--- src/rtl/keep_one_in_n_unzip_pkg.sv ---
// Shared definitions for the keep_one_in_n_unzip symbol expander.
// Holds the symbol geometry, the number of dropped LSBs, the rounding fill
// value, the holding-register layout and the phase-to-symbol selector.
package keep_one_in_n_unzip_pkg;

  localparam int SYM_BITS      = 4;
  localparam int SYMS_PER_WORD = 4;
  localparam int LSB_DROP      = 9;
  localparam logic [15:0] ROUND_FILL = 16'h0100;

  // One packed symbol carries an I field and a Q field.
  localparam int SYMBOL_BITS = 2 * SYM_BITS;
  localparam int WORD_BITS   = SYMBOL_BITS * SYMS_PER_WORD;

  typedef logic [1:0] phase_t;
  localparam phase_t PHASE_FIRST = 2'd0;
  localparam phase_t PHASE_LAST  = 2'd3;

  typedef struct packed {
    logic [WORD_BITS-1:0] word;
    logic                 last;
    logic                 full;
  } hold_t;

  // Symbols leave the word most-significant first.
  function automatic logic [SYMBOL_BITS-1:0] sym_select(
    input logic [WORD_BITS-1:0] word,
    input phase_t               phase
  );
    logic [SYMBOL_BITS-1:0] sym;
    case (phase)
      2'd0:    sym = word[31:24];
      2'd1:    sym = word[23:16];
      2'd2:    sym = word[15:8];
      2'd3:    sym = word[7:0];
      default: sym = word[31:24];
    endcase
    return sym;
  endfunction

endpackage

--- src/rtl/keep_one_in_n_unzip_expand.sv ---
// zip_nibble_expand: widens one 4-bit {sign, b2, b1, b0} field to a 16-bit
// sample. The sign is replicated into the top bits, the three magnitude bits
// follow, and the dropped LSBs are zero, or hold the mid-step value when
// round is set. Purely combinational.
// Ports:
//   field  - 4-bit compressed field
//   round  - 1 selects the mid-step fill for the dropped LSBs
//   sample - 16-bit expanded sample
module zip_nibble_expand
  import keep_one_in_n_unzip_pkg::*;
(
  input  logic [SYM_BITS-1:0] field,
  input  logic                round,
  output logic [15:0]         sample
);

  localparam int SIGN_COPIES = 16 - LSB_DROP - (SYM_BITS - 1);

  logic [15:0] base_s;

  assign base_s = {{SIGN_COPIES{field[SYM_BITS-1]}},
                   field[SYM_BITS-2:0],
                   {LSB_DROP{1'b0}}};

  // Rounding only touches bit 8, which is always zero in base_s.
  assign sample = base_s | (round ? ROUND_FILL : 16'h0000);

endmodule

--- src/rtl/keep_one_in_n_unzip.sv ---
// keep_one_in_n_unzip: takes 32-bit words carrying four 8-bit I/Q symbols and
// emits four 32-bit expanded samples per word, first symbol [31:24] first.
// A single holding register plus a 2-bit phase counter sequences the output;
// the next word may be accepted on the cycle its predecessor's last sample
// is taken, so back-to-back words stream with no bubble.
// Parameters:
//   ROUND   - 0: dropped LSBs are zero, 1: dropped LSBs hold 0x100
// Ports:
//   clk      - clock, rising edge
//   reset_n  - synchronous active-low reset
//   i_tdata  - packed input word, four symbols
//   i_tlast  - packet end, qualified by i_tvalid & i_tready
//   i_tvalid - input word valid
//   i_tready - block accepts the input word
//   o_tdata  - expanded sample, I in [31:16], Q in [15:0]
//   o_tlast  - packet end, only on the last sample of a tlast word
//   o_tvalid - output sample valid
//   o_tready - downstream accepts the sample
module keep_one_in_n_unzip
  import keep_one_in_n_unzip_pkg::*;
#(
  parameter int ROUND = 0
) (
  input  logic                 clk,
  input  logic                 reset_n,
  input  logic [WORD_BITS-1:0] i_tdata,
  input  logic                 i_tlast,
  input  logic                 i_tvalid,
  output logic                 i_tready,
  output logic [31:0]          o_tdata,
  output logic                 o_tlast,
  output logic                 o_tvalid,
  input  logic                 o_tready
);

  hold_t  hold_r;
  hold_t  hold_n_s;
  phase_t phase_r;
  phase_t phase_n_s;

  logic                   round_s;
  logic                   in_fire_s;
  logic                   out_fire_s;
  logic                   at_last_s;
  logic [SYMBOL_BITS-1:0] sym_s;

  assign round_s    = (ROUND != 0);
  assign at_last_s  = (phase_r == PHASE_LAST);
  assign out_fire_s = hold_r.full & o_tready;
  // A new word may enter while the final sample of the current one leaves.
  assign i_tready   = ~hold_r.full | (at_last_s & o_tready);
  assign in_fire_s  = i_tvalid & i_tready;

  assign o_tvalid = hold_r.full;
  assign o_tlast  = hold_r.full & hold_r.last & at_last_s;

  // The output path sees only the held word and the phase.
  assign sym_s = sym_select(hold_r.word, phase_r);

  zip_nibble_expand u_expand_i (
    .field  (sym_s[SYMBOL_BITS-1:SYM_BITS]),
    .round  (round_s),
    .sample (o_tdata[31:16])
  );

  zip_nibble_expand u_expand_q (
    .field  (sym_s[SYM_BITS-1:0]),
    .round  (round_s),
    .sample (o_tdata[15:0])
  );

  // Next-state for the holding register and phase counter.
  always_comb begin
    hold_n_s  = hold_r;
    phase_n_s = phase_r;
    if (in_fire_s) begin
      // Also covers the wrap cycle: the old word's last sample leaves now.
      hold_n_s.word = i_tdata;
      hold_n_s.last = i_tlast;
      hold_n_s.full = 1'b1;
      phase_n_s     = PHASE_FIRST;
    end else if (out_fire_s) begin
      phase_n_s = phase_r + 2'd1;
      if (at_last_s) begin
        hold_n_s.full = 1'b0;
      end else begin
        hold_n_s.full = hold_r.full;
      end
    end else begin
      hold_n_s  = hold_r;
      phase_n_s = phase_r;
    end
  end

  // State registers with synchronous active-low reset.
  always_ff @(posedge clk) begin
    if (!reset_n) begin
      hold_r.word <= 32'h0000_0000;
      hold_r.last <= 1'b0;
      hold_r.full <= 1'b0;
      phase_r     <= PHASE_FIRST;
    end else begin
      hold_r  <= hold_n_s;
      phase_r <= phase_n_s;
    end
  end

endmodule

--- config.mk ---
export PLATFORM = sky130hd
export DESIGN_NAME = keep_one_in_n_unzip
export DESIGN_NICKNAME = d
export VERILOG_FILES = /design/src/rtl/keep_one_in_n_unzip_pkg.sv /design/src/rtl/keep_one_in_n_unzip_expand.sv /design/src/rtl/keep_one_in_n_unzip.sv
export SDC_FILE = /design/constraint.sdc
export NUM_CORES = 1
export LEC_CHECK = 0
export ABC_AREA = 0
export CAP_MARGIN = 25
export CORE_ASPECT_RATIO = 1.25
export CORE_MARGIN = 4
export CORE_UTILIZATION = 44
export DETAILED_ROUTE_END_ITERATION = 7
export GPL_TIMING_DRIVEN = 0
export PLACE_DENSITY = 0.8
export SLEW_MARGIN = 20
export SYNTH_ARGS = -nofsm -noshare
export SYNTH_HDL_FRONTEND = slang
export SYNTH_SLANG_ARGS = --single-unit
export TNS_END_PERCENT = 50
--- constraint.sdc ---
create_clock -name clk -period 2.1 [get_ports clk]
set_input_delay 0.42 -clock clk [delete_from_list [all_inputs] [get_ports clk]]
set_output_delay 0.42 -clock clk [all_outputs]
set_load 0.005 [all_outputs]
==> results.txt <==
The run finished, with violations left. The checks that failed: setup timing. The first global-routing pass estimated 7.13 mm of wire. For the number of global-route vias before repair, the log shows 1580.

In the synthesized netlist, the number of instances is 216. The tools report the global-route congestion overflow total as 0. The number of H-tree branching levels came out at 2. In this run, placement finished with an instance count of 341. For the worst-skew pair, the clock arrives at the later sink with an insertion delay of 290 ps. From synthesis to final layout, the design area changed by 43.8%. For the static leakage, the log shows 0.00127 uW. Entering global routing, the biggest net connects 11 pins. The tools report the via count as 1604. In the final routed layout, each cell accounts on average for 12.6 um. Setup repair after global routing could not meet its margin everywhere. For the count of endpoints failing hold in the final timing report, the log shows 0. Across the run, the number of max-cap violations was 0. Kind of cell adding the most delay to the critical path: buffers and inverters. The count of nets after finishing was 339. The commonest non-fill, non-tap cell in the layout was nand2_1. After synthesis, the mean cell area works out to 8.90 sq um. The mean number of vias per cell came out at 4.53. The worst setup path is captured at an output pin. For the setup-violating endpoint count in the final report, the log shows 11.

The synthesized design contains 36 register bits. The number of buffer and inverter instances along the worst setup path works out to 4. Launching element type of the critical path: a flip-flop. For this run, the top clock speed supported by timing is 438 MHz. After detailed placement, the total cell area comes to 2580 sq um.

The worst slack on hold paths came out at 457 ps. The tools report the starting utilization of the core area as 0.462. For this run, design rule violations remaining after detail routing come to 0. After layout, the minimum clock period comes to 2280 ps. The number of hold buffers added after CTS was 0. For this design, the sink count on the clock tree is 36.

The register clock-pin slew on the reported worst setup and hold paths is 70 ps, and the number of antenna violations at the first check in global routing is 0. The die is 81.9 um tall. The tools report the total track usage as 0.172.

The die is 67.1 um wide. The detailed-router iteration count before antenna repair was 7; the number of top-level pins was 72. The worst-case setup margin in the final layout is -183 ps.

The slowest stage of the critical path belongs to the cell dfxtp_4. The total wire length is 4.47 mm. In this run, the number of DRC markers left after iteration 0 of detailed routing was 75. For the non-filler instance count after layout, the log shows 354. The critical path goes through buf_6, ha_4, buf_4, a222oi_1, mux2i_2, buf_4, buf_6. The worst hold path belongs to the class reg2reg. The number of different library cells used by synthesis comes to 18. Once detail routing completed, the nets flagged for antenna violations numbered 0. The finished cells cover 2770 sq um. The run gives 1920 sq um as the cell area after synthesis. Leaving out fill and tap cells, the most frequent cells in the layout are nand2_1, mux2i_1, clkdlybuf4s50_1, dfxtp_1, buf_4. After floorplanning, the core was divided into 26 placement rows. The root buffer selected by CTS was clkbuf_8. 0 antenna diodes ended up in the layout. Detailed placement ended at an HPWL of 3.35 mm. Number of pins exceeding their max-slew limit in the final report: 0.

The proportion of synthesized chip area in sequential cells came out at 0.375. The worst clock skew was 8.43 ps; the highest fanout seen on the critical path was 5. Dividing total power by cell area gives a power density of 553 nW/um^2. TritonCTS built the clock tree. Yosys printed 0 warnings.

Clock tree synthesis inserted a total of 5 buffers. VDD sags by at most 0.433 mV. At the worst endpoint, the arrival time is 1860 ps.

The die covers 5500 sq um. At the worst endpoint, the required time is 1680 ps. The critical path class is reg2out. For the placer's final routability congestion estimate, the log shows 0.825.

The tools report the number of buffers on the longest clock path as 2. Fraction of final layout cells with drive strength greater than 1: 0.235. The total area inside the core boundary comes to 4160 sq um. The share of the clock period used by the worst path after layout is 1.09. The count of buffers added on input and output ports is 52. The maximum cell stage delay along the critical path came out at 370 ps.
## path summary, 6_finish.rpt
check	cells past startpoint	to	slack [ps]	start
worst max register to register	7	hold_r[3]$_SDFFE_PN0P_	590	phase_r[0]$_SDFFE_PP0P_
worst min-delay path	2	hold_r[27]$_SDFFE_PN0P_	460	hold_r[27]$_SDFFE_PN0P_
worst max-delay path	7	o_tdata[31]	-180	phase_r[0]$_SDFFE_PP0P_
worst min register to register	2	hold_r[27]$_SDFFE_PN0P_	460	hold_r[27]$_SDFFE_PN0P_
## cells in the mapped netlist
cell / number / share of area
a21boi_4: 1 / 0.0098
a222oi_1: 8 / 0.042
and3_1: 1 / 0.0033
buf_1: 2 / 0.0039
buf_2: 2 / 0.0052
buf_4: 24 / 0.094
buf_6: 5 / 0.029
clkbuf_1: 7 / 0.014
conb_1: 1 / 0.0019
dfxtp_1: 36 / 0.37
ha_1: 4 / 0.026
inv_1: 11 / 0.021
mux2i_1: 42 / 0.22
nand2_1: 67 / 0.13
nor2b_2: 1 / 0.0046
nor3b_2: 2 / 0.013
o21a_1: 1 / 0.0039
xnor2_1: 1 / 0.0046
## per-stage QoR
step | TNS [ps] | util | worst slack (ps) | power [uW]
3_5_place_dp | -4830 | 0.619 | -523 | 1080
4_1_cts | -909 | 0.666 | -174 | 1540
2_1_floorplan | 0 | - | 228 | 936
3_3_place_gp | -4060 | 0.619 | -419 | 1070
5_1_grt | -2100 | 0.664 | -268 | 1610
6_report | -1230 | 0.664 | -183 | 1530
## logic make-up after synthesis
logic type | count (synthesis) | share of synthesized area
AND/OR/NAND/NOR | 71 | 0.152
flip-flops | 36 | 0.375
adder cells (fa/ha/maj) | 4 | 0.0260
buffers and inverters | 51 | 0.167
AO/OA/AOI/OAI | 10 | 0.0553
multiplexers | 42 | 0.219
XOR/XNOR | 1 | 0.00456
other | 1 | 0.00195
## worst register-to-register path, stage by stage (launching register included)
cell and delay [ps]:
dfxtp_4 380, ha_4 180, buf_4 150, a21boi_4 60, nor2b_2 120, buf_6 160, buf_6 190, mux2i_1 210
## power breakdown
part,internal (uW),switching (uW)
logic,197,130
clock network,225,228
registers,724,25.4
total,1150,383
## state kept, by name, indices dropped and copies added (netlist names)
signal    flops
phase_r       2
o_tvalid      1
hold_r       33
## layout make-up
| class | instances | area, sq um |
|---|---|---|
| Buffer | 35 | 254 |
| Clock buffer | 6 | 72.6 |
| Clock inverter | 1 | 5.00 |
| Fill cell | 363 | 1400 |
| Inverter | 11 | 45.0 |
| Multi-Input combinational cell | 146 | 998 |
| Sequential cell | 36 | 728 |
| Tap cell | 56 | 70.1 |
| Timing Repair Buffer | 63 | 592 |
## timing repair
| item | 4_1_cts | 5_1_grt |
|---|---|---|
| setup endpoints to repair | 14 | 15 |
| pin swaps | 9 | 6 |
| buffers inserted | 10 | 3 |
| gates resized for setup | 62 | 9 |
| endpoints found under the hold margin | 0 | 0 |
## metal layers
metal | global-route usage | wire (um) | part of all wire | vias up
li1 | - | - | - | 827
met1 | 0.202 | 1900 | 0.43 | 710
met2 | 0.295 | 2200 | 0.49 | 63
met3 | 0.0301 | 310 | 0.069 | 4
met4 | 0.0913 | 51 | 0.011 | 0
met5 | 0 | 0 | 0 | -
Note: power is estimated with default switching activity, not from simulation.
==> variant: new RTL, same settings <==
Make the reset (`reset_n`) asynchronous in one clocked block. Comments in the files are not updated.
--- a/src/rtl/keep_one_in_n_unzip.sv
+++ b/src/rtl/keep_one_in_n_unzip.sv
@@ -95,3 +95,3 @@
   // State registers with synchronous active-low reset.
-  always_ff @(posedge clk) begin
+  always_ff @(posedge clk or negedge reset_n) begin
     if (!reset_n) begin
Check against the original RTL: differs if reset_n is asserted again (counterexample within 4 cycles, from zero or initial values and one cycle with reset_n low); with reset_n held inactive, the same outputs for 10 cycles.
==> variant against the unedited design <==
  * The run still ends with negative setup slack left
  * Sequential cell count did not move
  * Final area rose by 2.5%
  * Via count fell by 18%
  * Synthesized area rose by 3.5%
  * First-iteration DRC count rose by 39%
  * Wire length fell by 4.9%
  * Worst setup slack improved by 31 ps
Power is not compared: it rests on default switching activity, and its combinational part moved more than twofold at a synthesized area within 25%.
==> variant: results (changes against the unedited design) <==
GP Congestion=0.764 (-7.4%); status=finished, violations left; Arr. time, crit path=1830 ps (-30 ps); failing checks=negative setup slack; sequential fraction of the synthesis area=0.453 (+0.0778); ys flop type=dfrtp_1; crit-path max FO=4 (-1); share of cells above drive strength 1=0.427 (+0.192); Initial DRC Count=104 (+39%); Synth top cells by count=36 x dfrtp_1, 30 x mux2_4, 24 x buf_4, 11 x inv_1; mux share of post-synthesis cell area=0.283 (+0.0649); Setup WS pre-CTS=-598 ps (-74.3 ps); Post-Synth Adder-Cell Area=0.0251 (-0.000883); Seq/total area=0.318 (+0.0545); largest net degree at the start of global routing=26 (+15); fin cells=285 (-19%); synth-to-layout area growth=42.4%; Setup-failing EPs final=13 (+2); Synth Area in XOR/XNOR=0 (-0.00455); port bufs=53 (+1.9%); first-pass GRT wire length=6510 um (-8.6%); setup TNS=-1150 ps (+80.5 ps); Overall Global Routing Usage=0.156 (-0.0165); DP HPWL=3010 um (-10%); comb_multi_in=84 (-42%); top post-synthesis cells by area=dfrtp_1 45%, mux2_4 23%, buf_4 9.1%; Syn Inst Count=145 (-33%); clock-cell share of area=0.0274 (-0.000681); number of global-route vias before repair=1325 (-16%); final setup margin=-151 ps (+31.5 ps); skew final=5.50 ps (-2.93 ps); Placed Area=2670 sq um (+3.7%); first drt pass iteration count=4 (-3); ys async rst share=1.00 (+1.00)
-- variant: cell types whose count changed after synthesis, sizes merged, moves of 3 or more --
cell / delta
mux2i: -34
nand2: -64
dfrtp: +36
buf: -6
dfxtp: -36
mux2: +33
clkbuf: -3
-- variant: metal layers --
| layer | up-vias | share of wire | track usage |
|---|---|---|---|
| li1 | 629 | - | - |
| met1 | 633 | 0.39 | 0.185 |
| met2 | 51 | 0.52 | 0.268 |
| met3 | 6 | 0.075 | 0.0406 |
| met4 | 0 | 0.011 | 0.0434 |
| met5 | - | 0 | 0 |
-- variant: power by group --
part / total, W / switching (W) / leakage, nW / internal (W)
sequential: 0.00125 / 0.000207 / 0.427 / 0.00104
combinational: 0.00227 / 0.000795 / 0.969 / 0.00148
clock: 0.000445 / 0.000220 / 0.0410 / 0.000225
total: 0.00397 / 0.00122 / 1.44 / 0.00275
-- variant: final timing paths --
check	start	end	slack [ps]	cells past startpoint
setup reg to reg	phase_r[1]	hold_r[26]	280	7
setup / recovery	phase_r[1]	o_tdata[15]	-150	6
hold reg to reg	hold_r[10]	hold_r[10]	510	1
min in group clk	hold_r[10]	hold_r[10]	510	1
hold / removal	reset_n	hold_r[33]	20	1
max in group asynchronous	reset_n	hold_r[26]	1650	2
-- variant: timing repair --
action	in CTS	in global routing
hold buffers	0	0
pin swaps	7	9
buffers inserted	7	2
endpoints found under the setup margin	16	15
resized for setup	67	9
-- variant: worst max-delay path, cell delays in order, from the launching register on --
cell	delay [ps]
dfrtp_1	420
ha_2	210
buf_8	130
a222oi_1	330
mux2i_1	190
buf_4	170
buf_6	100
